`config.mk`:
```
export PLATFORM = sky130hd
export DESIGN_NAME = tw_fetch
export DESIGN_NICKNAME = d
export VERILOG_FILES = /design/src/rtl/kyber_pkg.sv /design/src/rtl/tw_fifo2.sv /design/src/rtl/tw_fetch.sv
export SDC_FILE = /design/constraint.sdc
export NUM_CORES = 1
export LEC_CHECK = 0
export BUFFER_PORTS_ARGS = -buffer_cell sky130_fd_sc_hd__buf_2
export CORE_ASPECT_RATIO = 0.7
export CORE_MARGIN = 1.5
export CORE_UTILIZATION = 50
export DETAILED_ROUTE_END_ITERATION = 8
export PLACE_DENSITY = 0.79
export SYNTH_ARGS = -nofsm -noshare
export SYNTH_HDL_FRONTEND = slang
export SYNTH_SLANG_ARGS = --single-unit
```
`constraint.sdc`:
```
create_clock -name clk_i -period 5.17 [get_ports clk_i]
set_input_delay 0.517 -clock clk_i [delete_from_list [all_inputs] [get_ports clk_i]]
set_output_delay 0.517 -clock clk_i [all_outputs]
set_load 0.01 [all_outputs]
```
`src/rtl/kyber_pkg.sv`:
```
// Shared Kyber constants, twiddle ROM address map and sequencer mode encodings.
package kyber_pkg;

    localparam int unsigned KYBER_Q = 3329;
    localparam int unsigned KYBER_N = 256;

    localparam logic [8:0] TW_W_BASE    = 9'd0;
    localparam logic [8:0] TW_WINV_BASE = 9'd127;
    localparam logic [8:0] TW_WMUL_BASE = 9'd254;

    localparam int unsigned TW_TOK_W = 16;

    typedef enum logic [1:0] {
        MODE_NTT  = 2'd0,
        MODE_INTT = 2'd1,
        MODE_MULT = 2'd2,
        MODE_RSVD = 2'd3
    } tw_mode_e;

    typedef struct packed {
        logic        last;
        logic [2:0]  layer;
        logic [11:0] data;
    } tw_tok_t;

    // Index of the final entry within layer l.
    function automatic logic [6:0] tw_ent_last(tw_mode_e m, logic [2:0] l);
        logic [6:0] r;
        case (m)
            MODE_NTT:  r = 7'h7f >> (3'd7 - l);
            MODE_INTT: r = 7'h7f >> ({1'b0, l} + 4'd1);
            default:   r = 7'd127;
        endcase
        return r;
    endfunction

    // Repeat count limit (repeats - 1) for each entry of layer l.
    function automatic logic [6:0] tw_rep_last(tw_mode_e m, logic [2:0] l);
        logic [6:0] r;
        case (m)
            MODE_NTT:  r = 7'h7f >> l;
            MODE_INTT: r = 7'h7f >> (3'd6 - l);
            default:   r = 7'd0;
        endcase
        return r;
    endfunction

    function automatic logic [2:0] tw_layer_last(tw_mode_e m);
        return (m == MODE_MULT) ? 3'd0 : 3'd6;
    endfunction

endpackage

```
`src/rtl/tw_fifo2.sv`:
```
// Two-entry {last, layer, data} token buffer between the ROM read pipe and the PE stream.
module tw_fifo2
    import kyber_pkg::*;
(
    input  logic                clk_i,
    input  logic                rst_i,
    input  logic                push_i,
    input  logic [TW_TOK_W-1:0] wdata_i,
    input  logic                pop_i,
    output logic [TW_TOK_W-1:0] rdata_o,
    output logic [1:0]          count_o,
    output logic                empty_o
);

    logic [TW_TOK_W-1:0] mem_q [2];
    logic                wr_ptr_q;
    logic                rd_ptr_q;
    logic [1:0]          cnt_q;
    logic                push_ok;
    logic                pop_ok;

    always_comb begin
        push_ok = push_i && (cnt_q != 2'd2);
        pop_ok  = pop_i && (cnt_q != 2'd0);
    end

    always_ff @(posedge clk_i) begin
        if (rst_i) begin
            mem_q[0] <= '0;
            mem_q[1] <= '0;
            wr_ptr_q <= 1'b0;
            rd_ptr_q <= 1'b0;
            cnt_q    <= 2'd0;
        end else begin
            if (push_ok) begin
                mem_q[wr_ptr_q] <= wdata_i;
                wr_ptr_q        <= !wr_ptr_q;
            end
            if (pop_ok) begin
                rd_ptr_q <= !rd_ptr_q;
            end
            case ({push_ok, pop_ok})
                2'b10:   cnt_q <= cnt_q + 2'd1;
                2'b01:   cnt_q <= cnt_q - 2'd1;
                default: cnt_q <= cnt_q;
            endcase
        end
    end

    assign rdata_o = mem_q[rd_ptr_q];
    assign count_o = cnt_q;
    assign empty_o = (cnt_q == 2'd0);

endmodule

```
`src/rtl/tw_fetch.sv`:
```
// Twiddle fetch sequencer: walks the NTT/INTT/MULT twiddle order, reads the BROM and streams
// one twiddle per butterfly. Optional counters stall_cnt_o/pass_cyc_o via TW_FETCH_STATS_EN.
module tw_fetch
    import kyber_pkg::*;
#(
    parameter logic [8:0]  W_BASE    = TW_W_BASE,
    parameter logic [8:0]  WINV_BASE = TW_WINV_BASE,
    parameter logic [8:0]  WMUL_BASE = TW_WMUL_BASE,
    parameter int unsigned FIFO_D    = 2
) (
    input  logic        clk_i,
    input  logic        rst_i,
    input  logic        start_i,
    input  logic [1:0]  mode_i,
    output logic        busy_o,
    output logic        done_o,
    output logic [8:0]  rom_raddr_o,
    input  logic [11:0] rom_dout_i,
    output logic [11:0] tw_data_o,
    output logic [2:0]  tw_layer_o,
    output logic        tw_last_o,
    output logic        tw_valid_o,
    input  logic        tw_ready_i
`ifdef TW_FETCH_STATS_EN
    ,
    output logic [15:0] stall_cnt_o,
    output logic [15:0] pass_cyc_o
`endif
);

    typedef enum logic [0:0] {StIdle, StRun} state_e;

    state_e      state_q;
    tw_mode_e    mode_q;
    logic        busy_q;
    logic        done_q;
    logic [6:0]  ent_q;
    logic [6:0]  rep_q;
    logic [6:0]  base_q;
    logic [2:0]  layer_q;
    logic        gen_done_q;
    logic [8:0]  raddr_q;
    logic [11:0] held_q;

    // Two-stage read pipe: s1 = address on the ROM, s2 = ROM data valid, push into FIFO.
    logic        s1_vld_q, s1_fetch_q, s1_last_q;
    logic [2:0]  s1_layer_q;
    logic        s2_vld_q, s2_fetch_q, s2_last_q;
    logic [2:0]  s2_layer_q;

    logic [6:0]          ent_last;
    logic [6:0]          rep_last;
    logic [2:0]          layer_last;
    logic [8:0]          mode_base;
    logic [8:0]          tok_addr;
    logic [2:0]          pending;
    logic                credit_ok;
    logic                issue;
    logic                start_ok;
    logic                pop;
    logic                pass_end;
    logic [1:0]          fifo_cnt;
    logic                fifo_empty;
    logic [TW_TOK_W-1:0] fifo_wdata;
    logic [TW_TOK_W-1:0] fifo_rdata;
    tw_tok_t             head;

    always_comb begin
        ent_last   = tw_ent_last(mode_q, layer_q);
        rep_last   = tw_rep_last(mode_q, layer_q);
        layer_last = tw_layer_last(mode_q);
        case (mode_q)
            MODE_NTT:  mode_base = W_BASE;
            MODE_INTT: mode_base = WINV_BASE;
            default:   mode_base = WMUL_BASE;
        endcase
        tok_addr   = mode_base + {2'b00, base_q} + {2'b00, ent_q};
        pending    = {1'b0, fifo_cnt} + {2'b00, s1_vld_q} + {2'b00, s2_vld_q};
        credit_ok  = 32'(pending) < FIFO_D;
        issue      = (state_q == StRun) && !gen_done_q && credit_ok;
        start_ok   = start_i && (state_q == StIdle) && (mode_i != MODE_RSVD);
        pop        = !fifo_empty && tw_ready_i;
        pass_end   = (state_q == StRun) && pop && head.last && (head.layer == layer_last);
        fifo_wdata = {s2_last_q, s2_layer_q, s2_fetch_q ? rom_dout_i : held_q};
    end

    always_ff @(posedge clk_i) begin
        if (rst_i) begin
            state_q    <= StIdle;
            mode_q     <= MODE_NTT;
            busy_q     <= 1'b0;
            done_q     <= 1'b0;
            ent_q      <= 7'd0;
            rep_q      <= 7'd0;
            base_q     <= 7'd0;
            layer_q    <= 3'd0;
            gen_done_q <= 1'b0;
            raddr_q    <= 9'd0;
            held_q     <= 12'd0;
            s1_vld_q   <= 1'b0;
            s1_fetch_q <= 1'b0;
            s1_last_q  <= 1'b0;
            s1_layer_q <= 3'd0;
            s2_vld_q   <= 1'b0;
            s2_fetch_q <= 1'b0;
            s2_last_q  <= 1'b0;
            s2_layer_q <= 3'd0;
        end else begin
            done_q     <= 1'b0;
            s1_vld_q   <= issue;
            s1_fetch_q <= issue && (rep_q == 7'd0);
            s1_last_q  <= (ent_q == ent_last) && (rep_q == rep_last);
            s1_layer_q <= layer_q;
            s2_vld_q   <= s1_vld_q;
            s2_fetch_q <= s1_fetch_q;
            s2_last_q  <= s1_last_q;
            s2_layer_q <= s1_layer_q;
            if (s2_vld_q && s2_fetch_q) begin
                held_q <= rom_dout_i;
            end

            case (state_q)
                StIdle: begin
                    if (start_ok) begin
                        state_q    <= StRun;
                        busy_q     <= 1'b1;
                        mode_q     <= tw_mode_e'(mode_i);
                        ent_q      <= 7'd0;
                        rep_q      <= 7'd0;
                        base_q     <= 7'd0;
                        layer_q    <= 3'd0;
                        gen_done_q <= 1'b0;
                    end
                end
                StRun: begin
                    if (issue) begin
                        // Only the first repeat of an entry touches the ROM.
                        if (rep_q == 7'd0) begin
                            raddr_q <= tok_addr;
                        end
                        if (rep_q == rep_last) begin
                            rep_q <= 7'd0;
                            if (ent_q == ent_last) begin
                                ent_q <= 7'd0;
                                if (layer_q == layer_last) begin
                                    gen_done_q <= 1'b1;
                                end else begin
                                    layer_q <= layer_q + 3'd1;
                                    base_q  <= base_q + ent_last + 7'd1;
                                end
                            end else begin
                                ent_q <= ent_q + 7'd1;
                            end
                        end else begin
                            rep_q <= rep_q + 7'd1;
                        end
                    end
                    if (pass_end) begin
                        state_q <= StIdle;
                        busy_q  <= 1'b0;
                        done_q  <= 1'b1;
                    end
                end
                default: state_q <= StIdle;
            endcase
        end
    end

    tw_fifo2 u_fifo (
        .clk_i   (clk_i),
        .rst_i   (rst_i),
        .push_i  (s2_vld_q),
        .wdata_i (fifo_wdata),
        .pop_i   (pop),
        .rdata_o (fifo_rdata),
        .count_o (fifo_cnt),
        .empty_o (fifo_empty)
    );

    assign head        = tw_tok_t'(fifo_rdata);
    assign tw_data_o   = head.data;
    assign tw_layer_o  = head.layer;
    assign tw_last_o   = head.last;
    assign tw_valid_o  = !fifo_empty;
    assign busy_o      = busy_q;
    assign done_o      = done_q;
    assign rom_raddr_o = raddr_q;

`ifdef TW_FETCH_STATS_EN
    logic [15:0] stall_cnt_q;
    logic [15:0] pass_cyc_q;

    always_ff @(posedge clk_i) begin
        if (rst_i || start_ok) begin
            stall_cnt_q <= 16'd0;
            pass_cyc_q  <= 16'd0;
        end else begin
            if (!fifo_empty && !tw_ready_i && (stall_cnt_q != 16'hffff)) begin
                stall_cnt_q <= stall_cnt_q + 16'd1;
            end
            if (busy_q && (pass_cyc_q != 16'hffff)) begin
                pass_cyc_q <= pass_cyc_q + 16'd1;
            end
        end
    end

    assign stall_cnt_o = stall_cnt_q;
    assign pass_cyc_o  = pass_cyc_q;
`endif

endmodule

```
After elaboration in Yosys (flattened, before gate mapping)
Memory sizes are Yosys's and may differ from the RTL's. A register that Yosys moved wholly into a read port is not among the register bits.
Cells that the tools add are included.
{"block": "word_totals", "ramBits": 32, "inputBits": 18, "n_memories": 1, "reg_bits": 67, "word_cells": 139, "latchBits": 0, "mem_bits_ro": 0}
{"name": "u_fifo.mem_q", "depth": 2, "width": 16, "rd": 1, "rd_clocked_by_memory_dff": 1, "write_ports": 2, "line": "tw_fifo2.sv:15", "source": "logic [TW_TOK_W-1:0] mem_q [2];"}
{"block": "classes", "eq_ne": 17, "shifts": 4, "n_lt_le_gt_ge": 1, "multipliers": 0, "n_reduce_logical": 31, "bitwise_logic": 1, "n_mux": 48, "div_mod_pow": 0, "add_sub_neg": 14}
{"operator": "$mux 7", "n": 10}
{"operator": "$pmux 7 s2", "n": 5}
{"operator": "$add 7x1->7 const B", "n": 3}
{"operator": "$shr 7x3->7 const A", "n": 3}
{"operator": "$mux 1", "n": 19}
{"operator": "$add 9x7->9", "n": 2}
{"operator": "$mux 3", "n": 6}
{"operator": "$mux 16", "n": 1}
{"operator": "$pmux 8 s2", "n": 1}
{"operator": "$reduce_or 16->1", "n": 1}
{"operator": "$eq 7x7->1", "n": 2}
{"operator": "$logic_and 1x1->1", "n": 13}
{"operator": "$mux 12", "n": 1}
{"operator": "$ne 2x1->1 const B", "n": 5}
{"operator": "$reduce_and 5->1", "n": 2}
{"operator": "$ne 2x2->1 const B", "n": 4}
{"operator": "$add 7x7->7", "n": 1}
{"operator": "$logic_not 7->1", "n": 1}
{"operator": "$shr 7x4->7 const A", "n": 1}
{"operator": "$eq 3x3->1", "n": 2}
{"operator": "$pmux 1 s2", "n": 3}
{"operator": "$pmux 3 s2", "n": 1}
{"operator": "$reduce_and 2->1", "n": 3}
{"operator": "$reduce_and 3->1", "n": 2}
{"operator": "other kinds (16)", "n": 24}

Depth between registers and ports, before layout
{"block": "logic_depth", "ltp_word": 10, "depth_mapped": 15, "ltp_nobuf": 14}

Modules after synthesis
From an unflattened synthesis, not the netlist that was laid out.
{"block": "hier_totals", "hier_cells": 584, "area_unflattened_um2": 5502.8}
{"mod": "tw_fetch", "area_per_inst_um2": 3846.2, "cells_per_inst": 457, "seq_area_each_um2": 1261.2, "n_inst": 1}
{"mod": "tw_fifo2", "area_per_inst_um2": 1656.6, "cells_per_inst": 127, "seq_area_each_um2": 1061.0, "n_inst": 1}

Worst setup path after synthesis
No wires, ideal clock.
{"block": "synth_path", "kind": "register -> register", "from": "reg layer_q[1]", "to": "reg base_q[6]", "slack_ns": 2.056, "arrival_time_ns": 3.035, "setup_time_ns": 0.079, "path_buffers": 1, "period_less_slack_ns": 3.114, "path_stages_with_launch": 16, "t_required_ns": 5.091, "cell_sequence": "dfxtp_1 buf_2 inv_1 ha_1 or4b_4 nand2_1 ha_1 inv_1 fa_1 a21o_1 a21oi_1 o21bai_1 a21oi_1 xnor2_1 or3b_2 o211ai_1"}
{"block": "synth_via", "elab_chain_cells": 10, "elab_cells_between_ends": 23}
{"element": "start: declaration", "line": "tw_fetch.sv:40", "source": "logic [2:0] layer_q;"}
{"element": "start signal: assignment", "line": "tw_fetch.sv:148", "source": "layer_q <= layer_q + 3'd1;"}
{"element": "$add 3x1->4 / $sub 3x3->3 (equally long branches)", "line": "kyber_pkg.sv:31, kyber_pkg.sv:30"}
{"element": "$shr 7x4->7 / $shr 7x3->7 (equally long branches)", "line": "kyber_pkg.sv:31, kyber_pkg.sv:30"}
{"element": "$pmux 7 s2", "line": "kyber_pkg.sv:29", "source": "case (m)"}
{"element": "$add 7x7->7", "line": "tw_fetch.sv:149", "source": "base_q <= base_q + ent_last + 7'd1;"}
{"element": "$add 7x1->7", "line": "tw_fetch.sv:149"}
{"element": "$mux 7", "line": "tw_fetch.sv:145", "source": "if (layer_q == layer_last) begin"}
{"element": "$mux 7", "line": "tw_fetch.sv:143", "source": "if (ent_q == ent_last) begin"}
{"element": "$mux 7", "line": "tw_fetch.sv:141", "source": "if (rep_q == rep_last) begin"}
{"element": "$mux 7", "line": "tw_fetch.sv:136", "source": "if (issue) begin"}
{"element": "$pmux 7 s2", "line": "tw_fetch.sv:122", "source": "case (state_q)"}
{"element": "end signal: assignment", "line": "tw_fetch.sv:149"}
{"element": "end: declaration", "line": "tw_fetch.sv:39", "source": "logic [6:0] base_q;"}
Several ways; a longest one is shown, not always the timed one. The select of a mux whose other input is x is not followed.
A chain may end at the register's enable or synchronous reset.

Final worst setup path
{"block": "layout_path", "from": "reg mode_q[0]", "to": "reg raddr_q[7], in the netlist rom_raddr_o[7]"}
{"block": "layout_via", "elab_chain_cells": 4, "elab_cells_between_ends": 5}
{"element": "start: declaration", "line": "tw_fetch.sv:34", "source": "tw_mode_e mode_q;"}
{"element": "start signal: assignment", "line": "tw_fetch.sv:127", "source": "mode_q <= tw_mode_e'(mode_i);"}
{"element": "$eq 2x1->1 / $logic_not 2->1 (equally long branches)", "line": "tw_fetch.sv:72", "source": "case (mode_q)"}
{"element": "$pmux 8 s2 (*)", "line": "tw_fetch.sv:72"}
{"element": "$add 9x7->9 (*) (2 in series)", "line": "tw_fetch.sv:77", "source": "tok_addr = mode_base + {2'b00, base_q} + {2'b00, ent_q};"}
{"element": "end signal: assignment", "line": "tw_fetch.sv:139", "source": "raddr_q <= tok_addr;"}
{"element": "end: declaration", "line": "tw_fetch.sv:42", "source": "logic [8:0] raddr_q;"}
Every way passes the cells marked *; elsewhere a longest branch is shown, timed or not.

==> reports/results.ini <==
[route]
drt_iter0_markers = 418
vias_per_cell = 5.60
routedWlPerCell_um = 15.7
drc_errors = 0
wirelength_um = 11500
ant_nets = 0
dr.pass1.iters = 5
vias = 4096

[placement]
portBuffers = 45
gp_congestion = 0.934
dpl_cell_area_um2 = 5670
dp_hpwl_um = 8410

[worst_setup_path]
cp.required_ns = 5.46
critPathMaxStageDelay_ns = 0.78
cp_max_fo = 22
cp_slowest_cell = dfxtp_1
crit_chain = nor2_1, inv_1, fa_1, ha_1, fa_1, a21o_1, a21oi_1, o21bai_1, a21oi_1, xnor2_1, mux2i_1, nor2_1
start_kind = register
cp_data_arrival_time_ns = 3.76
endpoint_kind = register
crit_type = register to register

[power]
peakVddDrop_uv = 209
leakage_nw = 2.40
power.density_nw_per_um2 = 295

[cts]
htree_levels = 3
clock-root-buffer = clkbuf_16
postCtsHoldBufs = 0
cts_setup_buffers = 0
cts.sink_count = 100
clk_pin_slew_ns = 0.07
clk_latency_ns = 0.35
clockBufferDepth = 2
tritoncts = yes
cts_resized = 0
cts_buffers = 9

[synth]
synth_simple_gate_area_share_pct = 20.5
synthArstFlopShare_pct = 0
mappedNetlistArea_um2 = 5400
synth_nets = 616
ys_seq_area_share_pct = 43.0
synth-seq-cells = 100
synth-edff-count = 32
synth_cells = 564
ys.flop_type = dfxtp_1
synthXorXnorAreaFrac_pct = 2.92
synth_top_family_by_area = simple AND/OR/NAND/NOR gates
synth_compound_area_share_pct = 11.1
ys_types = 59
ys_warn_count = 0
synth_top_area_cell = dfxtp_1
synth.area.top_cells = dfxtp_1, edfxtp_1, ha_1, mux2i_1, nor2_1
synth_top_area_share_pct = 25.2
synthMuxAreaShare_pct = 9.14
synth_fa_ha_area_share_pct = 9.14
avgSynthCellArea_um2 = 9.57

[grt]
grt_start_max_net_pins = 43
grt_pass1_vias = 3869
grt.total_usage_pct = 21.0
grt_overflow_total = 0
antenna_found_initial = 0
grt_pass1_wl_um = 19000

[layout]
final_nets = 646
final_layout_size_suffix_gt1_share_pct = 16.5
final_cell_area_um2 = 5990
antenna_cells = 0
syn_to_final_growth_pct = 10.9

[timing]
max_freq_mhz = 288
skew_ns = 0.0143
min_period_ns = 3.47
maxSlewViolCount = 0
slew_headroom_pct = 47.8
tightest_slew_ns = 0.783
setup_viol_count_final = 0
timing.final.crit_share_pct = 67.1
hold_viol = 0
setup-tns-final_ns = 0
rsz0062_at_grt = false

[flow_run]
cap_violations = 0

[floorplan]
ioPinCount = 46
die_x_um = 127
die_h_um = 89.9
initial_core_util_pct = 51.7
fp-row-count = 31
dieArea_um2 = 11400
core_area_um2 = 10400

[status]
status = finished, final reports clean

[hold_path]
hold_path_class = input pin to register

[worst max-delay path: cells and delay by family (launching register included)]
family | cells | cell delay [ns]
fa+ha+maj | 3 | 1.12
flops | 1 | 0.78
compound gates | 4 | 0.68
simple gates | 2 | 0.30
buf+inv | 1 | 0.28
xor+xnor | 1 | 0.14
mux | 1 | 0.09
[placed cells by master, fill, tap and decap left out, types with 11 or more instances in the layout]
master | Yosys | layout
mux2i_1 | 26 | 26
inv_1 | 25 | 25
ha_1 | 25 | 25
buf_2 | 5 | 45
mux2_2 | 18 | 18
nand2b_1 | 14 | 14
nand2_1 | 64 | 64
a21oi_1 | 31 | 31
dfxtp_1 | 68 | 68
nor2_1 | 67 | 67
xnor2_1 | 11 | 11
edfxtp_1 | 32 | 32
[registers in the layout, summed over array words and instances (netlist names), 7 cells and up, named ones only]
name	cells
u_fifo.mem_q	32
rep_q	7
ent_q	7
held_q	12
rom_raddr_o	9
base_q	7
[metrics by stage]
step | std cells | hold slack (ns) | power (mW) | util (%) | setup slack, ns
finish | 731 | 0.419 | 1.77 | 57.4 | 1.70
global route | 731 | 0.416 | 1.84 | 57.4 | 1.43
CTS | 731 | 0.409 | 1.77 | 57.4 | 1.73
detailed placement | 715 | 0.424 | 1.10 | 54.4 | 1.75
global placement | 715 | 0.424 | 1.10 | 54.4 | 1.87
floorplan | 564 | 0.414 | 1.04 | - | 2.06
[synthesized netlist by cell type, types with 10 or more instances]
cell and number:
nand2_1 64, mux2i_1 26, edfxtp_1 32, nor2b_1 10, a21oi_1 31, dfxtp_1 68, clkbuf_1 18, xnor2_1 11
nor2_1 67, ha_1 25, nand3_1 10, inv_1 25, nand2b_1 14, mux2_2 18
[per-layer routing]
metal / share of wire (%) / GRT usage, % / up-vias
li1: - / - / 2017
met1: 48 / 31.1 / 1953
met2: 44 / 31.3 / 115
met3: 6.9 / 4.52 / 11
met4: 0.93 / 4.83 / 0
met5: 0 / 0 / -
[cell families after synthesis]
family	after synthesis
fa+ha+maj	34
xor+xnor	18
buf+inv	54
flops	100
compound gates	88
simple gates	224
mux	46
[worst paths after layout]
kind | slack, ns | cells past startpoint | endpoint | from
max | 1.70 | 12 | rom_raddr_o[7] | mode_q[0]
min | 0.42 | 3 | held_q[8] | rom_dout_i[8]
max reg2reg | 1.70 | 12 | rom_raddr_o[7] | mode_q[0]
min reg2reg | 0.44 | 1 | s2_layer_q[0] | s1_layer_q[0]
[final cells by class]
class	count	area, µm²
multi-input cells	410	2850
clock buffers	9	225
clock inverters	7	86.3
well taps	132	165
inverters	25	93.8
fillers	854	4450
repair buffers	48	248
flip-flops and latches	100	2320
[where the power goes]
part	total, mW	internal, mW	leakage (nW)	switching, mW
clock network	0.678	0.347	0.151	0.331
logic	0.224	0.0981	1.36	0.126
registers	0.864	0.833	0.881	0.0305
(Power assumes the default switching activity.)
